## src/rtl/fft_bitrev_reorder_if.sv

```systemverilog
// Sample stream between the FFT core and its bit-reversal reorder buffer.
interface fft_bitrev_reorder_if #(
    parameter int DBW = 8
);
    logic               clear;
    logic               sof;
    logic [2*DBW-1:0]   din;
    logic [2*DBW-1:0]   dout;
    logic               dout_valid;
    logic               dout_sof;

    modport master (
        output clear, sof, din,
        input  dout, dout_valid, dout_sof
    );

    modport slave (
        input  clear, sof, din,
        output dout, dout_valid, dout_sof
    );
endinterface

```

## src/rtl/fft_bitrev_reorder.sv

```systemverilog
// Ping-pong reorder buffer: frames written at bit-reversed addresses in one
// bank while the other bank is streamed out in natural bin order.
module fft_bitrev_reorder #(
    parameter int DBW = 8,
    parameter int CBW = 3
) (
    input  logic              clk,
    input  logic              rstx,
    fft_bitrev_reorder_if.slave bus
);
    localparam int N = 1 << CBW;
    localparam logic [CBW-1:0] LAST = CBW'(N - 1);

    function automatic logic [CBW-1:0] bitrev(input logic [CBW-1:0] k);
        logic [CBW-1:0] r;
        for (int i = 0; i < CBW; i++) r[i] = k[CBW-1-i];
        return r;
    endfunction

    logic [2*DBW-1:0] mem_q [2*N];

    logic             armed_q, armed_d;
    logic [CBW-1:0]   wcnt_q, wcnt_d;
    logic             wbank_q, wbank_d;
    logic             rd_active_q, rd_active_d;
    logic [CBW-1:0]   rcnt_q, rcnt_d;
    logic [2*DBW-1:0] dout_q, dout_d;
    logic             dout_valid_q, dout_valid_d;
    logic             dout_sof_q, dout_sof_d;

    logic             wr_en;
    logic [CBW-1:0]   wptr;
    logic             frame_done;
    logic [CBW:0]     waddr;
    logic [CBW:0]     raddr;

    always_comb begin
        // A sof always (re)starts the frame at index 0, in the current bank.
        wr_en      = bus.sof | armed_q;
        wptr       = bus.sof ? '0 : wcnt_q;
        frame_done = wr_en && (wptr == LAST);
        waddr      = {wbank_q, bitrev(wptr)};
        raddr      = {~wbank_q, rcnt_q};

        armed_d      = armed_q;
        wcnt_d       = wcnt_q;
        wbank_d      = wbank_q;
        rd_active_d  = rd_active_q;
        rcnt_d       = rcnt_q;
        dout_d       = dout_q;
        dout_valid_d = 1'b0;
        dout_sof_d   = 1'b0;

        if (bus.clear) begin
            armed_d     = 1'b0;
            wcnt_d      = '0;
            wbank_d     = 1'b0;
            rd_active_d = 1'b0;
            rcnt_d      = '0;
            dout_d      = '0;
        end else begin
            if (wr_en) begin
                armed_d = 1'b1;
                wcnt_d  = wptr + CBW'(1);
            end
            if (rd_active_q) begin
                dout_d       = mem_q[raddr];
                dout_valid_d = 1'b1;
                dout_sof_d   = (rcnt_q == '0);
                rcnt_d       = rcnt_q + CBW'(1);
                if (rcnt_q == LAST) rd_active_d = 1'b0;
            end
            // A completing frame hands its bank to the reader with no gap.
            if (frame_done) begin
                wbank_d     = ~wbank_q;
                rd_active_d = 1'b1;
                rcnt_d      = '0;
            end
        end
    end

    always_ff @(posedge clk) begin
        if (wr_en && !bus.clear) mem_q[waddr] <= bus.din;
    end

    always_ff @(posedge clk or negedge rstx) begin
        if (!rstx) begin
            armed_q      <= 1'b0;
            wcnt_q       <= '0;
            wbank_q      <= 1'b0;
            rd_active_q  <= 1'b0;
            rcnt_q       <= '0;
            dout_q       <= '0;
            dout_valid_q <= 1'b0;
            dout_sof_q   <= 1'b0;
        end else begin
            armed_q      <= armed_d;
            wcnt_q       <= wcnt_d;
            wbank_q      <= wbank_d;
            rd_active_q  <= rd_active_d;
            rcnt_q       <= rcnt_d;
            dout_q       <= dout_d;
            dout_valid_q <= dout_valid_d;
            dout_sof_q   <= dout_sof_d;
        end
    end

    assign bus.dout       = dout_q;
    assign bus.dout_valid = dout_valid_q;
    assign bus.dout_sof   = dout_sof_q;
endmodule

```

## src/flat_wrapper.sv

```systemverilog
// flat-port wrapper written by rule: the top's interface ports become plain ports
module fft_bitrev_reorder_flat 
#(
    parameter int DBW = 8,
    parameter int CBW = 3
)
  (clk, rstx, bus_clear, bus_sof, bus_din, bus_dout, bus_dout_valid, bus_dout_sof);
  fft_bitrev_reorder_if #(.DBW(DBW)) bus_i ();
  input  logic clk;
  input  logic rstx;
  input wire logic [$bits(bus_i.clear)-1:0] bus_clear;
  input wire logic [$bits(bus_i.sof)-1:0] bus_sof;
  input wire logic [$bits(bus_i.din)-1:0] bus_din;
  output wire logic [$bits(bus_i.dout)-1:0] bus_dout;
  output wire logic [$bits(bus_i.dout_valid)-1:0] bus_dout_valid;
  output wire logic [$bits(bus_i.dout_sof)-1:0] bus_dout_sof;
  assign bus_i.clear = bus_clear;
  assign bus_i.sof = bus_sof;
  assign bus_i.din = bus_din;
  assign bus_dout = bus_i.dout;
  assign bus_dout_valid = bus_i.dout_valid;
  assign bus_dout_sof = bus_i.dout_sof;
  fft_bitrev_reorder #(.DBW(DBW), .CBW(CBW)) u_core (.clk(clk), .rstx(rstx), .bus(bus_i));
endmodule
```

## config.mk

```make
export PLATFORM = sky130hd
export DESIGN_NAME = fft_bitrev_reorder_flat
export DESIGN_NICKNAME = d
export VERILOG_FILES = /design/src/rtl/fft_bitrev_reorder_if.sv /design/src/rtl/fft_bitrev_reorder.sv /design/src/flat_wrapper.sv
export SDC_FILE = /design/constraint.sdc
export NUM_CORES = 1
export LEC_CHECK = 0
export CORE_ASPECT_RATIO = 0.5
export CORE_MARGIN = 2
export CORE_UTILIZATION = 40
export DETAILED_ROUTE_END_ITERATION = 8
export REMOVE_ABC_BUFFERS = 1
export SLEW_MARGIN = 20
export SYNTH_ARGS = -nofsm -noshare
export SYNTH_HDL_FRONTEND = slang
export SYNTH_SLANG_ARGS = --single-unit
export TNS_END_PERCENT = 100
```

## constraint.sdc

```tcl
create_clock -name clk -period 2.5 [get_ports clk]
set_input_delay 0.5 -clock clk [delete_from_list [all_inputs] [get_ports clk]]
set_output_delay 0.5 -clock clk [all_outputs]
set_load 0.02 [all_outputs]
```

==> results of run 1 <==
[flip-flops by register name (all words and copies together) (netlist names)]
| register | count |
|---|---|
| u_core.bus.dout_sof | 1 |
| u_core.wcnt_q | 3 |
| u_core.mem_q | 256 |
| u_core.rd_active_q | 1 |
| u_core.armed_q | 1 |
| u_core.bus.dout | 16 |
| u_core.wbank_q | 1 |
| u_core.bus.dout_valid | 1 |
| u_core.rcnt_q | 3 |
[layout make-up]
class / count / area (sq um) / area share (%)
multi-input cells: 340 / 2520 / 19.3
well taps: 382 / 478 / 3.67
repair buffers: 73 / 836 / 6.42
inverters: 2 / 7.51 / 0.0577
flip-flops and latches: 283 / 8370 / 64.3
clock buffers: 32 / 704 / 5.41
clock inverters: 17 / 110 / 0.846
[worst reg2reg max path, stage by stage (launching register included)]
cell                      delay [ns]
sky130_fd_sc_hd__dfrtp_4        0.84
sky130_fd_sc_hd__buf_12         0.31
sky130_fd_sc_hd__mux2i_1        0.29
sky130_fd_sc_hd__a22oi_1        0.14
sky130_fd_sc_hd__nand4_1        0.19
sky130_fd_sc_hd__nand3_1        0.10
[power by group through the flow]
| stage | combinational (uW) | sequential, uW | clock (uW) |
|---|---|---|---|
| after CTS | 191 | 5200 | 3870 |
| after floorplan | 40.0 | 5290 | 0 |
| final | 187 | 5200 | 3810 |
| after global placement | 184 | 5290 | 0 |
| after detailed placement | 190 | 5300 | 0 |
| after global routing | 204 | 5190 | 4080 |
[cells in the final DEF (no fill, tap or decap), types with 2 or more instances in the layout]
master / n
sky130_fd_sc_hd__nor2b_1: 6
sky130_fd_sc_hd__nor2b_2: 2
sky130_fd_sc_hd__inv_6: 2
sky130_fd_sc_hd__clkinv_2: 8
sky130_fd_sc_hd__clkbuf_1: 4
sky130_fd_sc_hd__buf_12: 16
sky130_fd_sc_hd__and2_1: 4
sky130_fd_sc_hd__clkdlybuf4s50_1: 36
sky130_fd_sc_hd__nor2_2: 19
sky130_fd_sc_hd__a21oi_1: 3
sky130_fd_sc_hd__clkbuf_16: 27
sky130_fd_sc_hd__nand2_1: 53
sky130_fd_sc_hd__mux2i_1: 130
sky130_fd_sc_hd__edfxtp_1: 256
sky130_fd_sc_hd__inv_1: 2
sky130_fd_sc_hd__buf_4: 20
sky130_fd_sc_hd__nand2b_1: 4
sky130_fd_sc_hd__nand3_1: 32
sky130_fd_sc_hd__clkinv_1: 6
sky130_fd_sc_hd__nor2_1: 7
sky130_fd_sc_hd__a22oi_1: 48
sky130_fd_sc_hd__ha_1: 5
sky130_fd_sc_hd__o21ai_0: 2
sky130_fd_sc_hd__nand4_1: 16
sky130_fd_sc_hd__o21ai_1: 3
sky130_fd_sc_hd__dfrtp_1: 26
[final timing paths]
path | endpoint | slack [ns] | depth (start not counted)
worst max-delay path | bus_dout[8] | 0.45 | 1
max in group asynchronous | u_core.rcnt_q[0] | 1.77 | 1
worst min register to register | u_core.bus.dout[2] | 0.48 | 2
min in group clk | u_core.bus.dout[2] | 0.48 | 2
worst min-delay path | u_core.bus.dout[2] | 0.08 | 1
worst max register to register | u_core.bus.dout[15] | 0.51 | 5
[per-layer routing]
| metal | vias to the layer above | wire [um] | track usage (%) |
|---|---|---|---|
| met4 | 0 | 581 | 4.46 |
| met5 | - | 0 | 0 |
| met2 | 188 | 10800 | 25.9 |
| met3 | 40 | 1380 | 2.18 |
| met1 | 3008 | 12000 | 26.4 |
| li1 | 2688 | - | - |
[logic make-up after synthesis]
group	Yosys count
buf+inv	40
mux	130
fa+ha+maj	5
simple gates	147
compound gates	56
xor+xnor	2
flops	283
[through the flow]
step                      instance area [sq um]  instances
final                                     13000       1129
after global routing                      13000       1129
after CTS                                 13000       1129
after detailed placement                  12200       1080
after global placement                    12200       1080
after floorplan                           10800        625
==> run summary, run 1 <==
Run status: complete, no violations
DRC marker count from the first detailed-route iteration: 581
Combinational power share: 2.0%
Syn_area_per_cell: 16.8 sq um
Ys flop type: sky130_fd_sc_hd__edfxtp_1
Crit end category: output pin
Clock tree skew after final layout: 0.0170 ns
Reg clk slew, reported paths: 0.06 ns
Total core area: 0.0275 sq mm
Post-CTS Setup Repair Bufs: 0
Number of max-cap violations: 0
Sequential element share of the synthesized area: 75.2%
Proportion of layout cells with a drive suffix above 1: 13.1%
Hold Violations, Final: 0
Leakage power of the design: 0.00410 uW
Reg2Reg Launch Point: u_core.rcnt_q[0]
Count of fill cells added during filler insertion: 2,347
Top delay family on crit path: buffers and inverters
Pin count of the biggest net entering global routing: 34
Crit path largest cell delay: 0.63 ns
Starting density of the core: 40.4%
Most repeated cell in the gate-level netlist after synthesis: sky130_fd_sc_hd__edfxtp_1
Count of standard-cell rows: 43
Layout net count: 752
Share of flip-flops with an asynchronous set or reset: 9.54%
Maximum clock frequency: 487 MHz
Cell types with the highest counts after synthesis: 256 x sky130_fd_sc_hd__edfxtp_1, 130 x sky130_fd_sc_hd__mux2i_1, 53 x sky130_fd_sc_hd__nand2_1
First-pass GRT wire length: 37,000 um
DRC violation count after routing: 0
CTS tree: done
Die extent in x: 240 um
Hold Buf Count CTS: 0
Clock share of power: 41.5%
Number of buffers added on ports: 37
Final global-route overflow total: 0
Die outline area: 0.0292 sq mm
Area growth from synthesis to final layout: 17.1%
Number of distinct library cells after synthesis: 31
Detailed-route via count: 5,924
Worst-path cell chain: clkdlybuf4s50_1
Max H-tree Level: 1
Worst slack, placed: 0.157 ns
Share of cell area taken by muxes after synthesis: 11.7%
Cells resized by post-CTS repair: 0
Final critical-path share of the clock period: 82.1%
Share of the core filled with cells in the final layout: 47.3%
Internal power: 7350 uW
Vias per Instance: 5.25
Detailed Route WL: 24,800 um
Sequential group share of total power: 56.5%
Count of final setup violators: 0
Number of flops mapped to enable cells by yosys: 256
Share of synthesized cell area in full adder, half adder and majority cells: 0.562%
Post-route total power: 9190 uW
Vias in the first global route: 5,892
Synthesized-area fraction occupied by xor and xnor cells: 0.157%
Warnings from Yosys: 0
Number of buffers and inverters on the critical path: 1
Antenna cells: 0
CTS sink cnt: 283
Final hold slack: 0.0808 ns
Count of nets left with antenna violations after detail routing: 0
Measured slew at the worst slew-check pin: 0.862 ns
Cell at the slowest stage of the critical path: sky130_fd_sc_hd__clkdlybuf4s50_1
WL/cell: 21.9 um
Most area-consuming cells after synthesis: sky130_fd_sc_hd__edfxtp_1 69%, sky130_fd_sc_hd__mux2i_1 12%, sky130_fd_sc_hd__dfrtp_1 6.1%
Gate count of the mapped netlist: 663
Worst IR drop on VDD: 478 uV
Number of detailed-route iterations in the first pass: 5
CP arrival: 1.55 ns
Switching power total: 1840 uW
Initial antenna violation count: 0
Area leader, netlist: sky130_fd_sc_hd__edfxtp_1
Crit path launch type: register
Type of the most critical hold path: in -> async
Final Max Tran Viols: 0
First element of the critical path: u_core.bus.dout[8]
Total of flip-flops plus latches after synthesis: 283
Num CTS Buffers: 27
Largest family of logic cells by synthesized area: multiplexers
Top fanout value on the critical path: 2
Clock period minus worst slack: 2.05 ns
Vert. Die Dim: 122 um
Boundary pin count: 38
Post-synthesis instance area: 0.0111 sq mm
Simple-gate area share of the yosys netlist: 6.20%
Compound-gate portion of the synthesized area: 3.60%
Final WS setup: 0.447 ns
Synth top area share: 69.1%
WP data required: 2.00 ns
Type of the setup path with the least slack: reg -> out
Worst slew margin relative to its limit: 42.5%
Total negative slack for setup checks: 0 ns
CTS Root Buffer Type: sky130_fd_sc_hd__clkbuf_16
RD Place Congestion: 0.760
Setup repair after global routing missed its margin: false
Switching part of the total power: 20.0%
Half-perimeter wire length after detailed placement: 14,700 um
Clk_lat worst skew: 0.53 ns
Power per cell area: 706 mW/mm^2
Global router's overall resource usage: 17.2%
Number of buffers on the longest clock path: 3
(Power assumes the default switching activity.)
==> inputs of run 2 (changes only) <==
==> constraint.sdc (replaced) <==
create_clock -name clk -period 2.1 [get_ports clk]
set_input_delay 0.42 -clock clk [delete_from_list [all_inputs] [get_ports clk]]
set_output_delay 0.42 -clock clk [all_outputs]
set_load 0.02 [all_outputs]
==> run 2 against run 1 <==
Cell count grew 0.97%; combinational power grew 24%; largest cell class unchanged; critical path type unchanged; setup slack lost 0.32 ns; clock power grew 25%; routed wire length grew 0.12%; power grew 22%; largest power group unchanged; final area grew 1.9%.
==> run summary, run 2 (same netlist as run 1, synthesis figures left out) <==
Final critical-path share of the clock period: 94.0%
CTS sink cnt: 283 (unchanged)
Half-perimeter wire length after detailed placement: 15,100 um (+2.8%)
Number of buffers added on ports: 37 (unchanged)
Largest register FFs: 256 (unchanged)
Antenna cells: 0 (unchanged)
WL/cell: 21.7 um (-0.85%)
Worst-path cell chain: clkdlybuf4s50_1
Power per cell area: 843 mW/mm^2 (+19%)
Post-route total power: 11,200 uW (+22%)
Maximum clock frequency: 506 MHz
CTS tree: done
Num CTS Buffers: 27 (unchanged)
Pin count of the biggest net entering global routing: 37 (+8.8%)
DRC marker count from the first detailed-route iteration: 523 (-10%)
Worst IR drop on VDD: 499 uV (+4.3%)
Layout net count: 762 (+1.3%)
Number of cells in the design after placement: 1,089 (+0.83%)
Count of final setup violators: 0 (unchanged)
Crit end category: output pin
Max H-tree Level: 1 (unchanged)
Setup repair after global routing missed its margin: false
Clock tree skew after final layout: 0.0155 ns (-0.00148 ns)
Stages on the worst setup path: 1 (unchanged)
Hold Violations, Final: 0 (unchanged)
RD Place Congestion: 0.768 (+1.1%)
Hold Buf Count CTS: 1 (+1)
CTS Root Buffer Type: sky130_fd_sc_hd__clkbuf_16
Crit path launch type: register
Measured slew at the worst slew-check pin: 0.719 ns (-0.143 ns)
First-pass GRT wire length: 37,500 um (+1.4%)
Crit path largest cell delay: 0.63 ns (about the same)
Detailed Route WL: 24,800 um (+0.12%)
Most used cells in the layout excluding fill and tap cells: 256 x sky130_fd_sc_hd__edfxtp_1, 130 x sky130_fd_sc_hd__mux2i_1, 53 x sky130_fd_sc_hd__nand2_1
Number of buffers on the longest clock path: 3 (unchanged)
Leakage power of the design: 0.00420 uW (+2.4%)
Register name with the most flops: u_core.mem_q
Count of nets left with antenna violations after detail routing: 0 (unchanged)
Post-CTS Setup Repair Bufs: 0 (unchanged)
Number of detailed-route iterations in the first pass: 5 (unchanged)
Vert. Die Dim: 122 um (unchanged)
DRC violation count after routing: 0 (unchanged)
Initial antenna violation count: 0 (unchanged)
WP data required: 1.68 ns (-0.32 ns)
Reg clk slew, reported paths: 0.06 ns (about the same)
Type of the setup path with the least slack: reg -> out
Starting density of the core: 40.4% (unchanged)
Most common cell after layout, fill and taps aside: sky130_fd_sc_hd__edfxtp_1
Vias in the first global route: 6,002 (+1.9%)
Total negative slack for setup checks: 0 ns (unchanged)
Cell at the slowest stage of the critical path: sky130_fd_sc_hd__clkdlybuf4s50_1
Cells resized by post-CTS repair: 0 (unchanged)
Global router's overall resource usage: 17.4% (+0.22 points)
Count of standard-cell rows: 43 (unchanged)
Clk_lat worst skew: 0.55 ns (+0.02 ns)
Die extent in x: 240 um (unchanged)
Type of the most critical hold path: in -> async
Detailed-route via count: 5,926 (+0.034%)
Vias per Instance: 5.20 (-0.93%)
Number of max-cap violations: 0 (unchanged)
Proportion of layout cells with a drive suffix above 1: 14.1% (+1.0 points)
Top delay family on crit path: buffers and inverters
Total core area: 0.0275 sq mm (unchanged)
Run status: complete, no violations
Boundary pin count: 38 (unchanged)
Die outline area: 0.0292 sq mm (unchanged)
Clock period minus worst slack: 1.97 ns
CP arrival: 1.55 ns (about the same)
Worst slew margin relative to its limit: 51.9% (+9.4 points)
Final global-route overflow total: 0 (unchanged)
Cell depth of the worst flop-to-flop path: 5 (unchanged)
Top fanout value on the critical path: 2 (unchanged)
Number of non-filler instances in the completed layout: 1,140 (+0.97%)
Number of buffers and inverters on the critical path: 1 (unchanged)
Final Max Tran Viols: 0 (unchanged)
Area growth from synthesis to final layout: 19.3%
==> run 2: changes by cell type in the layout (fill, tap and decap cells not counted), sizes merged <==
cell,previous run,this run
dlygate4sd3,0,1
bufinv,1,2
buf,37,46
clkinv,14,9
inv,4,5
clkbuf,32,36
==> run 2: cell type report <==
type / count / area [sq um]
clock inverters: 14 / 150
well taps: 382 / 478
multi-input cells: 340 / 2520
flip-flops and latches: 283 / 8370
inverters: 2 / 7.51
clock buffers: 36 / 719
repair buffers: 83 / 1030
fillers: 2332 / 14300
==> run 2: final timing paths <==
kind,start,to,slack [ns]
worst max register to register,u_core.rcnt_q[0],u_core.bus.dout[2],0.38
worst min-delay path,rstx,u_core.bus.dout[3],0.39
max in group asynchronous,rstx,u_core.bus.dout[11],1.08
worst min register to register,u_core.bus.dout[1],u_core.bus.dout[1],0.48
min in group clk,u_core.bus.dout[1],u_core.bus.dout[1],0.48
worst max-delay path,u_core.bus.dout[13],bus_dout[13],0.13
==> run 2: metal layers <==
metal / part of all wire, % / up-vias / GRT usage [%]
met5: 0 / - / 0
met4: 2.4 / 0 / 4.54
met3: 5.5 / 41 / 3.13
met2: 45 / 163 / 27.5
met1: 47 / 3022 / 25.1
li1: - / 2700 / -
==> run 2: power breakdown <==
part / internal [uW] / total (uW) / switching, uW / leakage [uW]
Clock: 2690 / 4770 / 2080 / 0.000428
Combinational: 72.6 / 232 / 159 / 0.00109
Sequential: 6170 / 6180 / 9.77 / 0.00268
==> run 2: through the flow <==
step                setup WS, ns  hold slack [ns]  instance area (sq um)  utilization, %
global placement         -0.0843            0.411                  12400            45.0
finish                     0.125            0.395                  13300            48.2
floorplan                  -3.02            0.124                  10800               -
detailed placement        -0.106            0.423                  12400            45.0
global route              0.0677            0.435                  13300            48.2
CTS                       0.0912            0.389                  13300            48.2
==> inputs of run 3 (changes only) <==
--- a/config.mk
+++ b/config.mk
@@ -5,6 +5,7 @@
 export SDC_FILE = /design/constraint.sdc
 export NUM_CORES = 1
 export LEC_CHECK = 0
+export ABC_CLOCK_PERIOD_IN_PS = 2100
 export CORE_ASPECT_RATIO = 0.5
 export CORE_MARGIN = 2
 export CORE_UTILIZATION = 40
==> results of run 3 <==
Same layout as run 2: the final DEF is identical, and so are final timing and power.
